**config.mk**
```make
export PLATFORM = sky130hd
export DESIGN_NAME = gate_trainer_sequencer_flat
export DESIGN_NICKNAME = d
export VERILOG_FILES = /design/src/rtl/gate_trainer_sequencer_pkg.sv /design/src/rtl/gate_trainer_sequencer_if.sv /design/src/rtl/gate_trainer_sequencer_dwell_timer.sv /design/src/rtl/gate_trainer_sequencer.sv /design/src/flat_wrapper.sv
export SDC_FILE = /design/constraint.sdc
export NUM_CORES = 1
export LEC_CHECK = 0
export ABC_CLOCK_PERIOD_IN_PS = 2200
export CAP_MARGIN = 25
export CORE_MARGIN = 2
export CORE_UTILIZATION = 45
export CTS_BUF_LIST = sky130_fd_sc_hd__clkbuf_8 sky130_fd_sc_hd__clkbuf_16
export DETAILED_ROUTE_END_ITERATION = 12
export PLACE_DENSITY = 0.72
export SETUP_SLACK_MARGIN = 0.05
export SLEW_MARGIN = 20
export SYNTH_ARGS = -nofsm -noshare
export SYNTH_HDL_FRONTEND = slang
export SYNTH_HIERARCHICAL = 1
export SYNTH_SLANG_ARGS = --single-unit
```
**constraint.sdc**
```tcl
create_clock -name clk -period 2.2 [get_ports clk]
set_input_delay 0.44 -clock clk [delete_from_list [all_inputs] [get_ports clk]]
set_output_delay 0.44 -clock clk [all_outputs]
set_load 0.02 [all_outputs]
```
**src/rtl/gate_trainer_sequencer_pkg.sv**
```systemverilog
// Shared definitions for the gate trainer sequencer: gate indices, FSM states
// and the reference truth table for each gate.
package trainer_pkg;

    localparam logic [2:0] GATE_AND     = 3'd0;
    localparam logic [2:0] GATE_OR      = 3'd1;
    localparam logic [2:0] GATE_NOT_A   = 3'd2;
    localparam logic [2:0] GATE_NAND    = 3'd3;
    localparam logic [2:0] GATE_NOR     = 3'd4;
    localparam logic [2:0] GATE_XOR     = 3'd5;
    localparam logic [2:0] GATE_XNOR    = 3'd6;
    localparam logic [2:0] GATE_INVALID = 3'd7;

    localparam int NUM_VECTORS = 4;

    typedef enum logic [2:0] {
        ST_IDLE,
        ST_APPLY,
        ST_SAMPLE,
        ST_CHECK,
        ST_DONE
    } state_t;

    // Bit i of the table is the gate output for {a,b} = i.
    function automatic logic [3:0] expected_tt(input logic [2:0] sel);
        case (sel)
            GATE_AND:   return 4'b1000;
            GATE_OR:    return 4'b1110;
            GATE_NOT_A: return 4'b0011;
            GATE_NAND:  return 4'b0111;
            GATE_NOR:   return 4'b0001;
            GATE_XOR:   return 4'b0110;
            GATE_XNOR:  return 4'b1001;
            default:    return 4'b0000;
        endcase
    endfunction

endpackage

```
**src/rtl/gate_trainer_sequencer_if.sv**
```systemverilog
// Board-side signal bundle of the gate trainer sequencer.
// Optional mismatch output present when TRAINER_MISMATCH_EN is defined.
interface gate_trainer_sequencer_if;

    logic       start;
    logic [2:0] gate_sel;
    logic       step_mode;
    logic       step_btn;
    logic [6:0] gate_res;
    logic       a_drv;
    logic       b_drv;
    logic       busy;
    logic       done;
    logic [3:0] truth_table;
    logic       pass;
    logic       sel_err;
`ifdef TRAINER_MISMATCH_EN
    logic [3:0] mismatch;
`endif

    modport master (
        output start, gate_sel, step_mode, step_btn, gate_res,
        input  a_drv, b_drv, busy, done, truth_table, pass, sel_err
`ifdef TRAINER_MISMATCH_EN
        , input mismatch
`endif
    );

    modport slave (
        input  start, gate_sel, step_mode, step_btn, gate_res,
        output a_drv, b_drv, busy, done, truth_table, pass, sel_err
`ifdef TRAINER_MISMATCH_EN
        , output mismatch
`endif
    );

endinterface

```
**src/rtl/gate_trainer_sequencer_dwell_timer.sv**
```systemverilog
// Dwell counter for auto mode: counts enabled cycles and flags the last one.
module dwell_timer #(
    parameter int HOLD = 4
) (
    input  logic clk,
    input  logic rst_n,
    input  logic clear,
    input  logic enable,
    output logic expire
);

    localparam int CW = $clog2(HOLD + 1);

    logic [CW-1:0] cnt;

    always_ff @(posedge clk) begin
        if (!rst_n) begin
            cnt <= '0;
        end else if (clear) begin
            cnt <= '0;
        end else if (enable) begin
            cnt <= cnt + 1'b1;
        end
    end

    assign expire = enable && (cnt == CW'(HOLD - 1));

endmodule

```
**src/rtl/gate_trainer_sequencer.sv**
```systemverilog
// Truth-table exerciser for the two-input trainer gate bank.
// Define TRAINER_MISMATCH_EN to add the per-vector mismatch output.
module gate_trainer_sequencer
    import trainer_pkg::*;
#(
    parameter int HOLD_CYCLES = 4
) (
    input  logic clk,
    input  logic rst_n,
    gate_trainer_sequencer_if.slave bus
);

    localparam logic [1:0] LAST_VEC = 2'(NUM_VECTORS - 1);

    state_t     state;
    state_t     state_nxt;
    logic [1:0] vec;
    logic [2:0] sel_q;
    logic       step_q;
    logic [1:0] ab_q;
    logic [3:0] tt_q;
    logic       pass_q;
    logic       sel_err_q;
    logic       busy_c;
    logic       done_c;
    logic       timer_en;
    logic       timer_clr;
    logic       expire;
    logic       advance;
    logic [7:0] res_ext;
`ifdef TRAINER_MISMATCH_EN
    logic [3:0] mismatch_q;
`endif

    // The timer only runs in auto mode; it restarts from zero on every APPLY entry.
    assign timer_en  = (state == ST_APPLY) && !step_q;
    assign timer_clr = (state != ST_APPLY);
    assign advance   = step_q ? bus.step_btn : expire;
    assign res_ext   = {1'b0, bus.gate_res};

    dwell_timer #(
        .HOLD(HOLD_CYCLES)
    ) u_dwell (
        .clk    (clk),
        .rst_n  (rst_n),
        .clear  (timer_clr),
        .enable (timer_en),
        .expire (expire)
    );

    always_ff @(posedge clk) begin
        if (!rst_n) begin
            state <= ST_IDLE;
        end else begin
            state <= state_nxt;
        end
    end

    always_comb begin
        state_nxt = state;
        busy_c    = 1'b0;
        done_c    = 1'b0;
        case (state)
            ST_IDLE: begin
                if (bus.start) begin
                    state_nxt = (bus.gate_sel == GATE_INVALID) ? ST_DONE : ST_APPLY;
                end
            end
            ST_APPLY: begin
                busy_c = 1'b1;
                if (advance) begin
                    state_nxt = ST_SAMPLE;
                end
            end
            ST_SAMPLE: begin
                busy_c    = 1'b1;
                state_nxt = (vec == LAST_VEC) ? ST_CHECK : ST_APPLY;
            end
            ST_CHECK: begin
                busy_c    = 1'b1;
                state_nxt = ST_DONE;
            end
            ST_DONE: begin
                done_c    = 1'b1;
                state_nxt = ST_IDLE;
            end
            default: state_nxt = ST_IDLE;
        endcase
    end

    // The drive register follows vec, so a/b stay valid through APPLY and SAMPLE.
    always_ff @(posedge clk) begin
        if (!rst_n) begin
            vec       <= '0;
            sel_q     <= '0;
            step_q    <= 1'b0;
            ab_q      <= '0;
            tt_q      <= '0;
            pass_q    <= 1'b0;
            sel_err_q <= 1'b0;
`ifdef TRAINER_MISMATCH_EN
            mismatch_q <= '0;
`endif
        end else begin
            case (state)
                ST_IDLE: begin
                    if (bus.start) begin
                        pass_q <= 1'b0;
`ifdef TRAINER_MISMATCH_EN
                        mismatch_q <= '0;
`endif
                        if (bus.gate_sel == GATE_INVALID) begin
                            sel_err_q <= 1'b1;
                        end else begin
                            sel_err_q <= 1'b0;
                            sel_q     <= bus.gate_sel;
                            step_q    <= bus.step_mode;
                            tt_q      <= '0;
                            vec       <= '0;
                            ab_q      <= '0;
                        end
                    end
                end
                ST_SAMPLE: begin
                    tt_q[vec] <= res_ext[sel_q];
                    if (vec != LAST_VEC) begin
                        vec  <= vec + 2'd1;
                        ab_q <= vec + 2'd1;
                    end
                end
                ST_CHECK: begin
                    pass_q <= (tt_q == expected_tt(sel_q));
`ifdef TRAINER_MISMATCH_EN
                    mismatch_q <= tt_q ^ expected_tt(sel_q);
`endif
                    ab_q <= '0;
                end
                default: begin
                end
            endcase
        end
    end

    assign bus.a_drv       = ab_q[1];
    assign bus.b_drv       = ab_q[0];
    assign bus.busy        = busy_c;
    assign bus.done        = done_c;
    assign bus.truth_table = tt_q;
    assign bus.pass        = pass_q;
    assign bus.sel_err     = sel_err_q;
`ifdef TRAINER_MISMATCH_EN
    assign bus.mismatch    = mismatch_q;
`endif

endmodule

```
**src/flat_wrapper.sv**
```systemverilog
// flat-port wrapper written by rule: the top's interface ports become plain ports
module gate_trainer_sequencer_flat import trainer_pkg::*;
#(
    parameter int HOLD_CYCLES = 4
)
  (clk, rst_n, bus_start, bus_gate_sel, bus_step_mode, bus_step_btn, bus_gate_res, bus_a_drv, bus_b_drv, bus_busy, bus_done, bus_truth_table, bus_pass, bus_sel_err);
  gate_trainer_sequencer_if bus_i ();
  input  logic clk;
  input  logic rst_n;
  input wire logic [$bits(bus_i.start)-1:0] bus_start;
  input wire logic [$bits(bus_i.gate_sel)-1:0] bus_gate_sel;
  input wire logic [$bits(bus_i.step_mode)-1:0] bus_step_mode;
  input wire logic [$bits(bus_i.step_btn)-1:0] bus_step_btn;
  input wire logic [$bits(bus_i.gate_res)-1:0] bus_gate_res;
  output wire logic [$bits(bus_i.a_drv)-1:0] bus_a_drv;
  output wire logic [$bits(bus_i.b_drv)-1:0] bus_b_drv;
  output wire logic [$bits(bus_i.busy)-1:0] bus_busy;
  output wire logic [$bits(bus_i.done)-1:0] bus_done;
  output wire logic [$bits(bus_i.truth_table)-1:0] bus_truth_table;
  output wire logic [$bits(bus_i.pass)-1:0] bus_pass;
  output wire logic [$bits(bus_i.sel_err)-1:0] bus_sel_err;
  assign bus_i.start = bus_start;
  assign bus_i.gate_sel = bus_gate_sel;
  assign bus_i.step_mode = bus_step_mode;
  assign bus_i.step_btn = bus_step_btn;
  assign bus_i.gate_res = bus_gate_res;
  assign bus_a_drv = bus_i.a_drv;
  assign bus_b_drv = bus_i.b_drv;
  assign bus_busy = bus_i.busy;
  assign bus_done = bus_i.done;
  assign bus_truth_table = bus_i.truth_table;
  assign bus_pass = bus_i.pass;
  assign bus_sel_err = bus_i.sel_err;
  gate_trainer_sequencer #(.HOLD_CYCLES(HOLD_CYCLES)) u_core (.clk(clk), .rst_n(rst_n), .bus(bus_i));
endmodule
```
* Yosys cells after proc, flatten, opt, wreduce, memory -nomap -nowiden
Cells that the tools add are included.
Operators by class: add/subtract/negate cells 2, $lt $le $gt $ge 3, equality and inequality tests 20, multiplexer cells 27, bitwise logic cells 2, reductions and logical operators 18
Operators with widths (number):
- 4-bit one-hot mux with 7 select lines | 1
- 4-bit two-way mux | 4
- 3-bit by 2-bit equality test with 1-bit output, second input constant | 5
- 3-bit equality test, second input constant | 5
- 3-bit one-hot mux with 4 select lines | 1
- 3-bit two-way mux | 3
- 2-bit two-way mux | 4
- 4-bit one-hot mux with 2 select lines | 1
- 4-bit AND reduction | 2
- 1-bit two-way mux | 7
- 3-bit by 1-bit equality test with 1-bit output, second input constant | 2
- 3-bit zero test | 2
- 2-bit inequality test, second input constant | 3
- 2-bit one-hot mux with 3 select lines | 1
- 2-bit AND reduction | 3
- 3-bit AND reduction | 2
- 4-bit bitwise mux | 1
- 4-bit equality test | 1
- 3-bit by 4-bit < comparator with 1-bit output, second input constant | 1
- 2-bit by 1-bit inequality test with 1-bit output, second input constant | 2
- 2-bit one-hot mux with 2 select lines | 1
- 2-bit nonzero test | 2
- 3-bit by 1-bit adder with 3-bit output, second input constant | 1
- 1-bit binary-select mux with 3-bit select | 1
- other kinds (13) | 16
Word-level totals: flip-flop bits (word level) 20, input bits 15

* Longest topological paths before layout
depth in word-level cells 6, depth in mapped cells 9, mapped depth without buffers 8

* Modules after synthesis
Netlist, hierarchy kept.
Modules (own cells, without submodules):
- gate_trainer_sequencer | times used 1, cells an instance 123, area an instance 1041.0 µm²
- dwell_timer | times used 1, cells an instance 14, area an instance 140.1 µm²

* Least setup slack after synthesis
No wires, ideal clock.
kind reg-to-reg, start reg u_core.state[2], end reg u_core.ab_q[1], setup time 0.066 ns, data arrival time 1.736 ns, path slack 0.398 ns, cell stages (with the launch flop) 7, path buffers 2, period minus slack after synthesis 1.802 ns, cells stage by stage dfxtp_1 > buf_6 > or4b_4 > buf_6 > o32a_1 > or3_1 > a21oi_2
Between the ends: word-level cells in the longest chain between the ends 3
RTL lines:
- start: declaration | line gate_trainer_sequencer.sv:15 | state_t state;
- start signal: assignment | line gate_trainer_sequencer.sv:55 | state <= state_nxt;
- 3-bit by 2-bit equality test with 1-bit output, or another cell as far along | line gate_trainer_sequencer.sv:105 | case (state)
- 2-bit by 1-bit inequality test with 1-bit output (no source line), or another cell as far along
- 4-bit AND reduction (no source line)
- end signal: assignment | line gate_trainer_sequencer.sv:128 | ab_q <= vec + 2'd1;
- end: declaration | line gate_trainer_sequencer.sv:20 | logic [1:0] ab_q;
Several ways; a longest one is shown, not always the timed one. A chain may end at the register's enable or synchronous reset.

* Worst setup path in the final report
start reg u_core.state[1], end out bus_busy
Between the ends: word-level cells in the longest chain between the ends 3
RTL lines:
- 3-bit by 2-bit equality test with 1-bit output, or another cell as far along | line gate_trainer_sequencer.sv:63 | case (state)
- 3-bit OR reduction (no source line) *
- 1-bit two-way mux * | line gate_trainer_sequencer.sv:63
- end: declaration | line flat_wrapper.sv:17 | output wire logic [$bits(bus_i.busy)-1:0] bus_busy;
Every way passes the cells marked *; elsewhere a longest branch is shown, timed or not.

==> impl_metrics.ini <==
[yosys]
synth-seq-area-share = 0.339
netlist_instances = 137
yosysMostFrequentCell = dfxtp_1
yosys.area.top_type = dfxtp_1
synth.avg_cell_area_um2 = 8.62
synthTopCellsByCount = dfxtp_1 (20), nor2_1 (13), inv_1 (11)
ys_warn_count = 6
yosys-top-cells-area = dfxtp_1 (34%), ha_1 (6.4%), nor2_1 (4.1%)
synth_edf_count = 0
synth.distinct_cells = 42
synth_seq_cells = 20
synthArstFlopShare = 0
yosys.area.top_type_share = 0.339
synth_area_um2 = 1180
synth-main-ff-cell = dfxtp_1
syn-num-nets = 158

[sta]
finalCritPeriodShare = 0.919
rsz0062_at_grt = no
slew_viol_final = 0
worstMarginPinSlew_ns = 0.585
setup_viol = 0
layout_min_cycle_time_ns = 2.02
fmax_mhz = 494
slew-limit-headroom = 0.608
finClkSkew_ns = 0.00166
setup_slack_ns = 0.177
timing_hold_violations_final = 0
setup_tns_ns = 0

[power_and_ir_drop]
vdd_drop_max_uv = 442
power_leakage_nw = 0.579
power.switching_mw = 0.247
p_int_mw = 0.613
sw_frac_of_total = 0.288
combPwrFrac = 0.245
clockPowerShare = 0.273
power_mw = 0.860
seq_power_share = 0.483
powerDensity_nw_per_um2 = 576

[floorplan]
design.core.area_um2 = 2480
ios = 25
initial_utilization = 0.477
chipHeight_um = 55.2
die-area_um2 = 3050
fp.dieW_um = 55.2
rows = 18

[finish]
syn_to_final_growth_pct = 26.5
nFillCells = 220
nNetsFinal = 185
num_antenna_cells = 0
multi_input_area_um2 = 687
drive_gt1_frac = 0.105
final_cell_count_no_fill = 192
final_area_um2 = 1490
final-seq-area_um2 = 402

[hold_path]
holdPathStages = 2
hold_path.class = register to register

[cts]
cts_buffers = 3
path_clk_slew_ns = 0.07
htreeDepth = 1
clock-root-buffer = clkbuf_8
postCtsSetupRepairBufs = 0
cts_num_sinks = 20
clk_path_buf_depth = 2
cts_tree = built
clock_latency_ns = 0.25

[critical_path]
crit_arrival_ns = 1.58
rr_worst_depth = 8
critPathCaptureType = primary output
path_class = register to primary output
start_kind = register
critical_path.max_fanout = 12
cp.required_ns = 1.76

[placement]
dp_slack_ns = 0.0158
dp_hpwl_um = 2030
portBuffers = 24
routabilityCongestion = 0.853
dp.cells = 189
placed_area_um2 = 1450

[grt]
grt_pass1_wl_um = 4770
antenna_found_initial = 0
grt_pass1_vias = 1062
grt_max_degree = 13
grtUsageTotal = 0.190
grt_overflow = 0

[routing]
vias_per_cell = 5.73
drt-total-wl_um = 2700
ant_nets = 0
routedWlPerCell_um = 14.1
drt_iter0_drc = 34
drtPass1Iterations = 4
vias = 1101
drcViolationCount = 0

[run]
max_cap_violations = 0

[run_status]
status = completed
sequential cells by signal, summed over array words and instances (netlist names):
name and cells:
u_core/ab_q 2, u_core/bus.pass 1, u_core/bus.sel_err 1, u_core/bus.truth_table 4
u_core/sel_q 3, u_core/state 3, u_core/step_q 1, u_core/u_dwell/cnt 3
u_core/vec 2
area by class of cell:
| class | instances | area share |
|---|---|---|
| Multi-Input combinational cell | 98 | 0.460 |
| Sequential cell | 20 | 0.269 |
| Timing Repair Buffer | 30 | 0.191 |
| Clock buffer | 3 | 0.0276 |
| Inverter | 11 | 0.0276 |
| Tap cell | 30 | 0.0251 |
logic make-up (layout without fill, tap and decap cells):
kind of cell / Yosys count / in the layout / share of synthesized area
AOI/OAI and AO/OA: 38 / 38 / 0.249
xor gates and xnor gates: 3 / 3 / 0.0222
adders and majority gates: 6 / 6 / 0.0636
buffers and inverters: 19 / 44 / 0.0794
DFF: 20 / 20 / 0.339
muxes: 4 / 4 / 0.0339
and+or+nand+nor: 47 / 47 / 0.213
metal layers:
metal	wire, µm	vias up	GRT usage
met5	0	-	0
met4	29	0	0.0871
met3	143	4	0.0445
met2	1220	33	0.286
met1	1310	521	0.257
li1	-	543	-
worst max-delay path: stages, from the launching register on:
cell	delay (ns)
dfxtp_1	0.54
nor2_1	0.10
nor2_1	0.09
clkdlybuf4s50_1	0.60
per-stage QoR:
stage               utilization  hold WS [ns]
global route              0.603         0.493
global placement          0.586         0.444
finish                    0.603         0.459
CTS                       0.603         0.466
detailed placement        0.586         0.453
floorplan                     -         0.456
power by group through the flow:
stage | logic [mW] | registers (mW) | clock network (mW)
detailed placement | 0.208 | 0.423 | 0
CTS | 0.210 | 0.415 | 0.238
global placement | 0.204 | 0.422 | 0
global route | 0.231 | 0.420 | 0.259
floorplan | 0.150 | 0.404 | 0
finish | 0.210 | 0.415 | 0.235
what timing repair did:
item | CTS | global route
gates resized for setup | 0 | 1
endpoints found under the setup margin | 0 | 1
hold buffers | 0 | 0
worst paths after layout:
check                       start         endpoint  slack [ns]
hold reg to reg    u_core/ab_q[0]   u_core/ab_q[0]        0.46
hold / removal     u_core/ab_q[0]   u_core/ab_q[0]        0.46
setup / recovery  u_core/state[1]         bus_busy        0.18
setup reg to reg  u_core/state[1]  u_core/state[1]        0.33
placed cells by master (no fill, tap or decap), types with 4 or more instances in the layout:
cell | netlist | final
nand3b_1 | 4 | 4
buf_4 | 0 | 6
a211oi_1 | 5 | 5
dfxtp_1 | 20 | 19
nor2b_1 | 4 | 4
clkdlybuf4s50_1 | 0 | 24
nand2_1 | 10 | 10
ha_1 | 6 | 6
mux2i_1 | 4 | 4
nor2_1 | 13 | 13
inv_1 | 11 | 11
a21oi_1 | 7 | 7
Note: power is estimated with default switching activity, not from simulation.
